==> config.mk <==
export PLATFORM = sky130hd
export DESIGN_NAME = waveform_buffer_reader_flat
export DESIGN_NICKNAME = d
export VERILOG_FILES = /design/src/rtl/waveform_buffer_reader_pkg.sv /design/src/rtl/waveform_buffer_reader_if.sv /design/src/rtl/waveform_buffer_reader_out_fifo.sv /design/src/rtl/waveform_buffer_reader.sv /design/src/flat_wrapper.sv
export SDC_FILE = /design/constraint.sdc
export NUM_CORES = 1
export LEC_CHECK = 0
export ABC_AREA = 1
export CORE_MARGIN = 8
export CORE_UTILIZATION = 55
export DETAILED_ROUTE_END_ITERATION = 6
export GPL_ROUTABILITY_DRIVEN = 0
export MAX_ROUTING_LAYER = met4
export PLACE_DENSITY = 0.8
export SLEW_MARGIN = 20
export SYNTH_ARGS = -nofsm -noshare
export SYNTH_HDL_FRONTEND = slang
export SYNTH_HIERARCHICAL = 1
export SYNTH_SLANG_ARGS = --single-unit
==> constraint.sdc <==
create_clock -name clk -period 2.6 [get_ports clk]
set_input_delay 0.52 -clock clk [delete_from_list [all_inputs] [get_ports clk]]
set_output_delay 0.52 -clock clk [all_outputs]
set_load 0.05 [all_outputs]
==> src/rtl/waveform_buffer_reader_pkg.sv <==
// Shared definitions for the waveform buffer readout sequencer: default widths,
// header field placement and FSM state encoding.
package wvb_pkg;

    localparam int DEF_DATA_WIDTH = 85;
    localparam int DEF_ADR_WIDTH  = 10;
    localparam int DEF_HDR_WIDTH  = 104;
    localparam int DEF_RD_LATENCY = 2;

    // Start address sits at the bottom of the header, stop address right above it.
    localparam int HDR_START_LSB = 0;
    localparam int HDR_STOP_LSB  = HDR_START_LSB + DEF_ADR_WIDTH;

    typedef enum logic [1:0] {
        S_IDLE = 2'd0,
        S_HDR  = 2'd1,
        S_DATA = 2'd2,
        S_DONE = 2'd3
    } state_e;

    function automatic int hdr_stop_lsb(input int adr_width);
        return HDR_START_LSB + adr_width;
    endfunction

endpackage

==> src/rtl/waveform_buffer_reader_if.sv <==
// Bundle of the header FIFO, BRAM read port, output stream and status signals
// around the waveform buffer reader.
interface waveform_buffer_reader_if
    import wvb_pkg::*;
#(
    parameter int P_DATA_WIDTH = DEF_DATA_WIDTH,
    parameter int P_ADR_WIDTH  = DEF_ADR_WIDTH,
    parameter int P_HDR_WIDTH  = DEF_HDR_WIDTH
) ();

    logic                    en;
    logic                    hdr_empty;
    logic [P_HDR_WIDTH-1:0]  hdr_data;
    logic                    hdr_rdreq;
    logic [P_ADR_WIDTH-1:0]  wvb_rd_addr;
    logic [P_DATA_WIDTH-1:0] wvb_data_in;
    logic [P_DATA_WIDTH-1:0] dout;
    logic                    dout_valid;
    logic                    dout_ready;
    logic                    dout_hdr;
    logic                    dout_last;
    logic [P_ADR_WIDTH-1:0]  rd_ptr;
    logic                    rd_done;
    logic                    busy;

    modport master (
        input  en, hdr_empty, hdr_data, wvb_data_in, dout_ready,
        output hdr_rdreq, wvb_rd_addr, dout, dout_valid, dout_hdr, dout_last,
               rd_ptr, rd_done, busy
    );

    modport slave (
        output en, hdr_empty, hdr_data, wvb_data_in, dout_ready,
        input  hdr_rdreq, wvb_rd_addr, dout, dout_valid, dout_hdr, dout_last,
               rd_ptr, rd_done, busy
    );

endinterface

==> src/rtl/waveform_buffer_reader_out_fifo.sv <==
// Small register FIFO holding header/data words on their way to the downstream
// valid/ready port; the head entry stays put while the consumer stalls.
module wvb_out_fifo #(
    parameter int P_WIDTH = 87,
    parameter int P_DEPTH = 4
) (
    input  logic               clk,
    input  logic               rst_n,
    input  logic               push_i,
    input  logic [P_WIDTH-1:0] push_data_i,
    output logic               out_valid_o,
    input  logic               out_ready_i,
    output logic [P_WIDTH-1:0] out_data_o
);

    localparam int PTR_W = (P_DEPTH > 1) ? $clog2(P_DEPTH) : 1;
    localparam int CNT_W = $clog2(P_DEPTH + 1);

    logic [P_WIDTH-1:0] mem_q [P_DEPTH];
    logic [PTR_W-1:0]   wr_ptr_q, wr_ptr_d;
    logic [PTR_W-1:0]   rd_ptr_q, rd_ptr_d;
    logic [CNT_W-1:0]   count_q, count_d;
    logic               pop;

    function automatic logic [PTR_W-1:0] ptr_inc(input logic [PTR_W-1:0] p);
        return (p == PTR_W'(P_DEPTH - 1)) ? '0 : p + 1'b1;
    endfunction

    assign out_valid_o = (count_q != '0);
    assign pop         = out_valid_o && out_ready_i;
    assign out_data_o  = mem_q[rd_ptr_q];

    // The producer only pushes into a slot it already holds a credit for.
    always_comb begin
        wr_ptr_d = push_i ? ptr_inc(wr_ptr_q) : wr_ptr_q;
        rd_ptr_d = pop ? ptr_inc(rd_ptr_q) : rd_ptr_q;
        count_d  = count_q + CNT_W'(push_i) - CNT_W'(pop);
    end

    always_ff @(posedge clk or negedge rst_n) begin
        if (!rst_n) begin
            wr_ptr_q <= '0;
            rd_ptr_q <= '0;
            count_q  <= '0;
            for (int i = 0; i < P_DEPTH; i++) begin
                mem_q[i] <= '0;
            end
        end else begin
            wr_ptr_q <= wr_ptr_d;
            rd_ptr_q <= rd_ptr_d;
            count_q  <= count_d;
            if (push_i) begin
                mem_q[wr_ptr_q] <= push_data_i;
            end
        end
    end

endmodule

==> src/rtl/waveform_buffer_reader.sv <==
// Readout sequencer: pops a header, streams it followed by the BRAM words from
// start to stop address, then reports the freed read pointer.
module waveform_buffer_reader
    import wvb_pkg::*;
#(
    parameter int P_DATA_WIDTH = DEF_DATA_WIDTH,
    parameter int P_ADR_WIDTH  = DEF_ADR_WIDTH,
    parameter int P_HDR_WIDTH  = DEF_HDR_WIDTH,
    parameter int P_RD_LATENCY = DEF_RD_LATENCY
) (
    input  logic                     clk,
    input  logic                     rst_n,
    waveform_buffer_reader_if.master bus
);

    localparam int BUF_DEPTH = P_RD_LATENCY + 2;
    localparam int CRD_W     = $clog2(BUF_DEPTH + 1);
    localparam int ENT_W     = P_DATA_WIDTH + 2;
    localparam int STOP_LSB  = hdr_stop_lsb(P_ADR_WIDTH);

    state_e                 state_q, state_d;
    logic [P_HDR_WIDTH-1:0] hdr_q, hdr_d;
    logic [P_ADR_WIDTH-1:0] stop_q, stop_d;
    logic [P_ADR_WIDTH-1:0] addr_q, addr_d;
    logic [P_ADR_WIDTH-1:0] rd_ptr_q, rd_ptr_d;
    logic [CRD_W-1:0]       credit_q, credit_d;
    logic                   rd_done_q, rd_done_d;

    logic             hdr_pop, hdr_push, issue, issue_last;
    logic             rd_vld, rd_last;
    logic             fifo_push, fifo_valid, fifo_pop;
    logic [ENT_W-1:0] fifo_wdata, fifo_rdata;
    logic             fifo_last;

    assign fifo_pop  = fifo_valid && bus.dout_ready;
    assign fifo_last = fifo_rdata[P_DATA_WIDTH];

    always_comb begin
        state_d    = state_q;
        hdr_d      = hdr_q;
        stop_d     = stop_q;
        addr_d     = addr_q;
        rd_ptr_d   = rd_ptr_q;
        rd_done_d  = 1'b0;
        hdr_pop    = 1'b0;
        hdr_push   = 1'b0;
        issue      = 1'b0;
        issue_last = 1'b0;
        unique case (state_q)
            S_IDLE: begin
                if (bus.en && !bus.hdr_empty) begin
                    hdr_pop = 1'b1;
                    hdr_d   = bus.hdr_data;
                    addr_d  = bus.hdr_data[HDR_START_LSB +: P_ADR_WIDTH];
                    stop_d  = bus.hdr_data[STOP_LSB +: P_ADR_WIDTH];
                    state_d = S_HDR;
                end
            end
            S_HDR: begin
                if (credit_q != '0) begin
                    hdr_push = 1'b1;
                    state_d  = S_DATA;
                end
            end
            S_DATA: begin
                // Address wraps naturally at 2^P_ADR_WIDTH; stop is compared before the increment.
                if (credit_q != '0) begin
                    issue  = 1'b1;
                    addr_d = addr_q + 1'b1;
                    if (addr_q == stop_q) begin
                        issue_last = 1'b1;
                        state_d    = S_DONE;
                    end
                end
            end
            S_DONE: begin
                if (fifo_pop && fifo_last) begin
                    rd_ptr_d  = stop_q + 1'b1;
                    rd_done_d = 1'b1;
                    state_d   = S_IDLE;
                end
            end
            default: state_d = S_IDLE;
        endcase
        // A slot is reserved when a read is issued, not when its data lands.
        credit_d = credit_q + CRD_W'(fifo_pop) - CRD_W'(issue || hdr_push);
    end

    always_ff @(posedge clk or negedge rst_n) begin
        if (!rst_n) begin
            state_q   <= S_IDLE;
            hdr_q     <= '0;
            stop_q    <= '0;
            addr_q    <= '0;
            rd_ptr_q  <= '0;
            rd_done_q <= 1'b0;
            credit_q  <= CRD_W'(BUF_DEPTH);
        end else begin
            state_q   <= state_d;
            hdr_q     <= hdr_d;
            stop_q    <= stop_d;
            addr_q    <= addr_d;
            rd_ptr_q  <= rd_ptr_d;
            rd_done_q <= rd_done_d;
            credit_q  <= credit_d;
        end
    end

    // Valid/last tags travel alongside the BRAM pipeline so data is captured exactly when it appears.
    for (genvar gi = 0; gi < P_RD_LATENCY; gi++) begin : g_tag
        logic vld_q, last_q, vld_d, last_d;
        if (gi == 0) begin : g_head
            assign vld_d  = issue;
            assign last_d = issue_last;
        end else begin : g_tail
            assign vld_d  = g_tag[gi-1].vld_q;
            assign last_d = g_tag[gi-1].last_q;
        end
        always_ff @(posedge clk or negedge rst_n) begin
            if (!rst_n) begin
                vld_q  <= 1'b0;
                last_q <= 1'b0;
            end else begin
                vld_q  <= vld_d;
                last_q <= last_d;
            end
        end
    end

    assign rd_vld  = g_tag[P_RD_LATENCY-1].vld_q;
    assign rd_last = g_tag[P_RD_LATENCY-1].last_q;

    // Header and read data never collide: the previous waveform drained before HDR.
    assign fifo_push  = hdr_push || rd_vld;
    assign fifo_wdata = hdr_push ? {1'b1, 1'b0, P_DATA_WIDTH'(hdr_q)}
                                 : {1'b0, rd_last, bus.wvb_data_in};

    wvb_out_fifo #(
        .P_WIDTH (ENT_W),
        .P_DEPTH (BUF_DEPTH)
    ) u_out_fifo (
        .clk         (clk),
        .rst_n       (rst_n),
        .push_i      (fifo_push),
        .push_data_i (fifo_wdata),
        .out_valid_o (fifo_valid),
        .out_ready_i (bus.dout_ready),
        .out_data_o  (fifo_rdata)
    );

    assign bus.hdr_rdreq   = hdr_pop;
    assign bus.wvb_rd_addr = addr_q;
    assign bus.dout        = fifo_rdata[P_DATA_WIDTH-1:0];
    assign bus.dout_last   = fifo_last;
    assign bus.dout_hdr    = fifo_rdata[P_DATA_WIDTH+1];
    assign bus.dout_valid  = fifo_valid;
    assign bus.rd_ptr      = rd_ptr_q;
    assign bus.rd_done     = rd_done_q;
    assign bus.busy        = (state_q != S_IDLE) || fifo_valid;

endmodule

==> src/flat_wrapper.sv <==
// flat-port wrapper written by rule: the top's interface ports become plain ports
module waveform_buffer_reader_flat import wvb_pkg::*;
#(
    parameter int P_DATA_WIDTH = DEF_DATA_WIDTH,
    parameter int P_ADR_WIDTH  = DEF_ADR_WIDTH,
    parameter int P_HDR_WIDTH  = DEF_HDR_WIDTH,
    parameter int P_RD_LATENCY = DEF_RD_LATENCY
)
  (clk, rst_n, bus_en, bus_hdr_empty, bus_hdr_data, bus_wvb_data_in, bus_dout_ready, bus_hdr_rdreq, bus_wvb_rd_addr, bus_dout, bus_dout_valid, bus_dout_hdr, bus_dout_last, bus_rd_ptr, bus_rd_done, bus_busy);
  waveform_buffer_reader_if #(.P_DATA_WIDTH(P_DATA_WIDTH), .P_ADR_WIDTH(P_ADR_WIDTH), .P_HDR_WIDTH(P_HDR_WIDTH)) bus_i ();
  input  logic clk;
  input  logic rst_n;
  input wire logic [$bits(bus_i.en)-1:0] bus_en;
  input wire logic [$bits(bus_i.hdr_empty)-1:0] bus_hdr_empty;
  input wire logic [$bits(bus_i.hdr_data)-1:0] bus_hdr_data;
  input wire logic [$bits(bus_i.wvb_data_in)-1:0] bus_wvb_data_in;
  input wire logic [$bits(bus_i.dout_ready)-1:0] bus_dout_ready;
  output wire logic [$bits(bus_i.hdr_rdreq)-1:0] bus_hdr_rdreq;
  output wire logic [$bits(bus_i.wvb_rd_addr)-1:0] bus_wvb_rd_addr;
  output wire logic [$bits(bus_i.dout)-1:0] bus_dout;
  output wire logic [$bits(bus_i.dout_valid)-1:0] bus_dout_valid;
  output wire logic [$bits(bus_i.dout_hdr)-1:0] bus_dout_hdr;
  output wire logic [$bits(bus_i.dout_last)-1:0] bus_dout_last;
  output wire logic [$bits(bus_i.rd_ptr)-1:0] bus_rd_ptr;
  output wire logic [$bits(bus_i.rd_done)-1:0] bus_rd_done;
  output wire logic [$bits(bus_i.busy)-1:0] bus_busy;
  assign bus_i.en = bus_en;
  assign bus_i.hdr_empty = bus_hdr_empty;
  assign bus_i.hdr_data = bus_hdr_data;
  assign bus_i.wvb_data_in = bus_wvb_data_in;
  assign bus_i.dout_ready = bus_dout_ready;
  assign bus_hdr_rdreq = bus_i.hdr_rdreq;
  assign bus_wvb_rd_addr = bus_i.wvb_rd_addr;
  assign bus_dout = bus_i.dout;
  assign bus_dout_valid = bus_i.dout_valid;
  assign bus_dout_hdr = bus_i.dout_hdr;
  assign bus_dout_last = bus_i.dout_last;
  assign bus_rd_ptr = bus_i.rd_ptr;
  assign bus_rd_done = bus_i.rd_done;
  assign bus_busy = bus_i.busy;
  waveform_buffer_reader #(.P_DATA_WIDTH(P_DATA_WIDTH), .P_ADR_WIDTH(P_ADR_WIDTH), .P_HDR_WIDTH(P_HDR_WIDTH), .P_RD_LATENCY(P_RD_LATENCY)) u_core (.clk(clk), .rst_n(rst_n), .bus(bus_i));
endmodule
### Yosys cells after proc, flatten, opt, wreduce, memory -nomap -nowiden

Index checks and enable logic that the tools add are counted.

| storage, ports and cells | value |
|---|---|
| register bits after elaboration | 480 |
| latch bits | 0 |
| memory bits (writable) | 0 |
| ROM bits | 0 |
| input port bits | 194 |
| output and inout port bits | 111 |
| logic and storage cells | 87 |
| memories | 0 |

| operators by class | value |
|---|---|
| add/sub/neg operators | 8 |
| $mul | 0 |
| div/mod/pow operators | 0 |
| $lt $le $gt $ge | 3 |
| eq/ne operators | 11 |
| shift-type cells | 0 |
| mux-type cells | 28 |
| bitwise gates (word level) | 2 |
| reduce and logical (&&, ||, !) cells | 17 |

Operators by type and width:

| operator | count |
|---|---|
| $bwmux 348 | 1 |
| $mux 87 | 4 |
| $bmux 87 s2 | 1 |
| $demux 87 s2 | 1 |
| $add 10x1->10 const B | 2 |
| $mux 10 | 2 |
| $pmux 10 s2 | 1 |
| $mux 2 | 7 |
| $eq 10x10->1 | 1 |
| $mux 1 | 10 |
| $ne 2x1->1 const B | 5 |
| $eq 2x2->1 const B | 4 |
| $pmux 2 s4 | 1 |
| $add 3x1->3 | 2 |
| $ge 3x3->1 const B | 2 |
| $not 2->3 | 2 |
| $reduce_bool 3->1 | 2 |
| $sub 3x1->3 | 2 |
| $reduce_and 5->1 | 1 |
| $add 2x1->2 const B | 2 |
| $logic_and 1x1->1 | 4 |
| $reduce_and 2->1 | 2 |
| $reduce_bool 2->1 | 2 |
| $logic_or 1x1->1 | 3 |
| 5 further kinds | 5 |

### Depth between registers and ports, before layout

| depth | value |
|---|---|
| word-level depth | 7 |
| gate-level depth with buffers | 13 |
| gate-level depth less buffers | 12 |

### Cells and area by module

Netlist, hierarchy kept.

By module, submodules not included:

| module | instances | cells an instance | area each (sq um) | sequential area each (sq um) |
|---|---|---|---|---|
| wvb_out_fifo | 1 | 1,923 | 16,509.6 | 8,883.5 |
| waveform_buffer_reader | 1 | 854 | 5,999.5 | 2,879.0 |

### Least setup slack after synthesis

OpenSTA, ideal clock, no wires.

| timing | value |
|---|---|
| kind | register -> register |
| start | reg u_core.state_q[0] |
| end | reg u_core.credit_q[1] |
| setup time | 0.114 ns |
| arrival time | 2.208 ns |
| required time | 2.486 ns |
| setup slack | 0.278 ns |
| cell stages (with the launch flop) | 14 |
| buffers on the path | 1 |
| clock period less this slack | 2.322 ns |
| path through | dfrtp_1 > inv_1 > ha_1 > inv_2 > clkbuf_1 > nor2_1 > inv_1 > nand2_1 > ha_1 > inv_1 > ha_1 > inv_1 > fa_1 > inv_1 |

| on the way | value |
|---|---|
| word-level cells in the longest chain between the ends | 4 |
| elaborated cells between the ends (all ways) | 6 |
| classes of those cells | 1 x add/sub; 2 x eq/ne; 2 x mux; 1 x reduce/logical |

RTL lines:

| element | line | RTL |
|---|---|---|
| start: declaration | waveform_buffer_reader.sv:21 | `state_e state_q, state_d;` |
| start signal: assignment | waveform_buffer_reader.sv:99 | `state_q <= state_d;` |
| $eq 2x2->1 | waveform_buffer_reader.sv:49 | `unique case (state_q)` |
| $mux 1 | waveform_buffer_reader.sv:49 |  |
| via u_core.g_tag[0].vld_d | waveform_buffer_reader.sv:111 | `logic vld_q, last_q, vld_d, last_d;` |
| $logic_or 1x1->1 | waveform_buffer_reader.sv:86 | `credit_d = credit_q + CRD_W'(fifo_pop) - CRD_W'(issue \|\| hdr_push);` |
| $sub 3x1->3 | waveform_buffer_reader.sv:86 |  |
| via u_core.credit_d[1] | waveform_buffer_reader.sv:26 | `logic [CRD_W-1:0] credit_q, credit_d;` |
| end signal: assignment | waveform_buffer_reader.sv:97 | `credit_q <= CRD_W'(BUF_DEPTH);` |
| end signal: assignment | waveform_buffer_reader.sv:105 | `credit_q <= credit_d;` |
| end: declaration | waveform_buffer_reader.sv:26 |  |

The timed path passes the listed nets, and every way through them passes these cells.
A chain may end at the register's enable or synchronous reset.

### Final worst setup path

| timing | value |
|---|---|
| start | reg u_core.u_out_fifo.rd_ptr_q[0] |
| end | out bus_dout[36] |

| on the way | value |
|---|---|
| word-level cells in the longest chain between the ends | 4 |

RTL lines:

| element | line | RTL |
|---|---|---|
| start: declaration | waveform_buffer_reader_out_fifo.sv:21 | `logic [PTR_W-1:0] rd_ptr_q, rd_ptr_d;` |
| start signal: assignment | waveform_buffer_reader_out_fifo.sv:50 | `rd_ptr_q <= rd_ptr_d;` |
| $not 2->3 (not written as such) | waveform_buffer_reader_out_fifo.sv:31 | `assign out_data_o = mem_q[rd_ptr_q];` |
| $bmux 87 s2 | waveform_buffer_reader_out_fifo.sv:31 |  |
| $mux 87 (not written as such) (2 in a row) | waveform_buffer_reader_out_fifo.sv:31 |  |
| end: declaration | flat_wrapper.sv:20 | `output wire logic [$bits(bus_i.dout)-1:0] bus_dout;` |

Every way passes these cells. The select of a mux whose other input is x is not followed.

==> flow_summary.yaml <==
grt:
  track_usage_pct: 25.50
  antenna_found_initial: 0
  grt_pass1_wl_um: 97100
  overflow: 0
  grt_max_degree: 101
  grt_pass1_vias: 19210
timing:
  tightest_slew_ns: 0.7081
  final-hold-violation-count: 0
  finalSetupViolCount: 0
  fin_crit_ns: 2.563
  fmax_ghz: 0.3901
  post-route-period-util_pct: 98.60
  max_slew_margin_pct: 52.79
  setup_tns_ns: 0
  rsz0062_at_grt: "yes"
  finClkSkew_ns: 0.02887
  slew_viol_final: 0
  fin_hold_ws_ns: 0.3523
clock_tree:
  numCtsBuffers: 49
  clk_latency_ns: 0.58
  htree_levels: 2
  clkTransAtPathRegs_ns: 0.06
  cts_tree: "done"
  clock-root-buffer: "clkbuf_16"
  cts_num_sinks: 470
  clk_path_buf_depth: 3
critical_path:
  crit_arrival_ns: 2.04
  critPathRequiredTime_ns: 2.08
  crit_type: "flip-flop to primary output"
  r2r_slack_ns: 0.27
  rr_endpoint: "u_core/u_out_fifo/count_q[2]"
  timing.rr.start: "u_core/state_q[1]"
  crit_path_end: "bus_dout[36]"
  critPathLaunchType: "flip-flop"
  endpoint_kind: "primary output"
  rr_worst_depth: 10
  crit_start: "u_core/u_out_fifo/rd_ptr_q[0]"
  cp_max_fo: 37
power:
  p_per_area_mw_per_mm2: 1601
  irDropWorstVdd_uv: 1018
  power_mw: 44.26
  p_leak_nw: 13.95
synth:
  syn_area_mm2: 0.02251
  synthCells: 2777
  ys_warn_count: 6
  yosysSeqAreaShare_pct: 52.26
  synth_area_per_cell_um2: 8.106
  yosys_register_bits: 470
  synth_nets: 2988
  synthDistinctLibCells: 33
final_layout:
  layout_commonest_cell: "nand2_1"
  final_layout_size_suffix_gt1_share_pct: 8.676
  final_cell_mix: "nand2_1 (1139), dfrtp_1 (467), o21ai_1 (326), inv_1 (307), clkdlybuf4s50_1 (194)"
  nets: 3216
  fin_area_mm2: 0.02765
  n_fill_cell: 3174
  syn_to_final_growth_pct: 22.83
  antennaDiodeCount: 0
drt:
  antenna_left: 0
  first_iter_violations: 1662
  wl_per_cell_um: 16.66
  routed_wl_um: 59570
  via_per_inst: 5.359
  vias: 19160
  drc_errors: 0
  dr.pass1.iters: 5
flow_run:
  drv_cap: 0
die:
  die_height_um: 218.3
  start_util_pct: 55.38
  die_w_um: 218.3
  ios: 305
  coreArea_mm2: 0.04065
  num_rows: 74
  die_area_mm2: 0.04765
run_status:
  status: "finished, final reports clean"
min_path:
  holdCritPathClass: "flip-flop to flip-flop"
placed_design:
  port_buffers: 285
  placed_area_mm2: 0.02575
  dp_hpwl_um: 39090
## sequential cells by signal, summed over array words and instances, names as in the netlist
| register | cells |
|---|---|
| u_core/hdr_q | 85 |
| u_core/u_out_fifo/count_q | 3 |
| u_core/u_out_fifo/mem_q | 348 |
| u_core/bus.rd_done | 1 |
| u_core/bus.rd_ptr | 10 |
| u_core/g_tag.last_q | 2 |
| u_core/u_out_fifo/wr_ptr_q | 2 |
| u_core/state_q | 2 |
| u_core/credit_q | 3 |
| u_core/u_out_fifo/rd_ptr_q | 2 |
| u_core/g_tag.vld_q | 2 |
| u_core/bus.wvb_rd_addr | 10 |
## power breakdown
part	switching, mW	leakage (nW)	internal (mW)
clock network	2.91	0.829	4.34
logic	15.8	7.30	8.26
registers	2.06	5.83	10.9
## metrics by stage
stage               std cells  setup WS [ns]  utilization (%)
finish                   3575        0.03651            68.02
global route             3575       -0.03502            68.02
CTS                      3576       -0.01561            67.80
detailed placement       3478        0.08129            63.36
global placement         3478         0.1308            63.36
floorplan                2777         0.2784                -
## Yosys cell counts
library cell / instances / area (µm²)
nor2_4: 1 / 11.26
a2bb2oi_1: 1 / 8.760
a31oi_1: 2 / 12.51
a21oi_1: 9 / 45.04
xor2_1: 7 / 61.31
clkinv_1: 1 / 3.750
buf_1: 2 / 7.510
nand2_1: 1144 / 4294
or2_2: 2 / 12.51
inv_2: 7 / 26.28
nand2_2: 5 / 31.28
o211ai_1: 175 / 1314
nand3_1: 18 / 90.09
xnor2_1: 8 / 70.07
o21ai_0: 69 / 345.3
nor3_4: 1 / 16.27
a22oi_1: 1 / 7.510
dfrtp_1: 469 / 11740
fa_1: 2 / 40.04
buf_6: 63 / 709.4
inv_1: 307 / 1152
dfstp_2: 1 / 26.28
clkbuf_1: 34 / 127.6
o22ai_1: 1 / 6.260
nor2_1: 20 / 75.07
nor3_1: 4 / 20.02
o21ai_1: 326 / 1632
ha_1: 15 / 187.7
buf_2: 69 / 345.3
buf_4: 7 / 52.55
o21ai_2: 1 / 8.760
nand4_1: 4 / 25.02
a211oi_1: 1 / 7.510
## kinds of logic after synthesis
logic type | Yosys count | share of synthesized area, %
AOI/OAI and AO/OA | 586 | 15.05
DFF | 470 | 52.26
and+or+nand+nor | 1199 | 20.33
buffers and inverters | 490 | 10.77
xor gates and xnor gates | 15 | 0.5837
adders and majority gates | 17 | 1.012
## layer usage
| layer | vias up | track usage (%) | routed length, µm |
|---|---|---|---|
| met2 | 714 | 40.48 | 28550 |
| met4 | 0 | 8.822 | 1727 |
| li1 | 9259 | - | - |
| met3 | 119 | 3.719 | 3953 |
| met5 | - | - | 0 |
| met1 | 9065 | 33.41 | 25350 |
## worst max-delay path, stage by stage, from the launching register on
cell	delay (ns)
dfrtp_4	0.54
buf_12	0.19
buf_16	0.18
o211ai_1	0.20
nand2_1	0.15
buf_12	0.18
## what timing repair did
item	4_1_cts	5_1_grt
hold endpoints to repair	49	0
buffers inserted	7	0
gates cloned	1	0
setup endpoints to repair	83	41
hold buffers	1	0
pin swaps	0	19
gates resized for setup	6	28
## area by class of cell
| cell class | instances | area (µm²) | area share, % |
|---|---|---|---|
| Sequential cell | 470 | 11770 | 42.57 |
| Multi-Input combinational cell | 1817 | 8389 | 30.34 |
| Timing Repair Buffer | 352 | 3951 | 14.29 |
| Clock buffer | 67 | 1424 | 5.150 |
| Inverter | 315 | 1185 | 4.286 |
| Tap cell | 532 | 665.6 | 2.408 |
| Clock inverter | 22 | 262.8 | 0.9504 |
## worst min-delay path by stage
stage / to / cells after the start / slack [ns] / startpoint
6_report: u_core/g_tag[1].vld_q / 0 / 0.35 / u_core/g_tag[0].vld_q
5_1_grt: u_core/g_tag[1].vld_q / 0 / 0.36 / u_core/g_tag[0].vld_q
4_1_cts: u_core/g_tag[1].vld_q / 0 / 0.35 / u_core/g_tag[0].vld_q
3_5_place_dp: u_core/g_tag[1].last_q / 0 / 0.34 / u_core/g_tag[0].last_q
3_3_place_gp: u_core/g_tag[1].vld_q / 0 / 0.34 / u_core/g_tag[0].vld_q
2_1_floorplan: u_core/bus.rd_done / 0 / 0.22 / rst_n
Power figures use the tool's default switching activity.
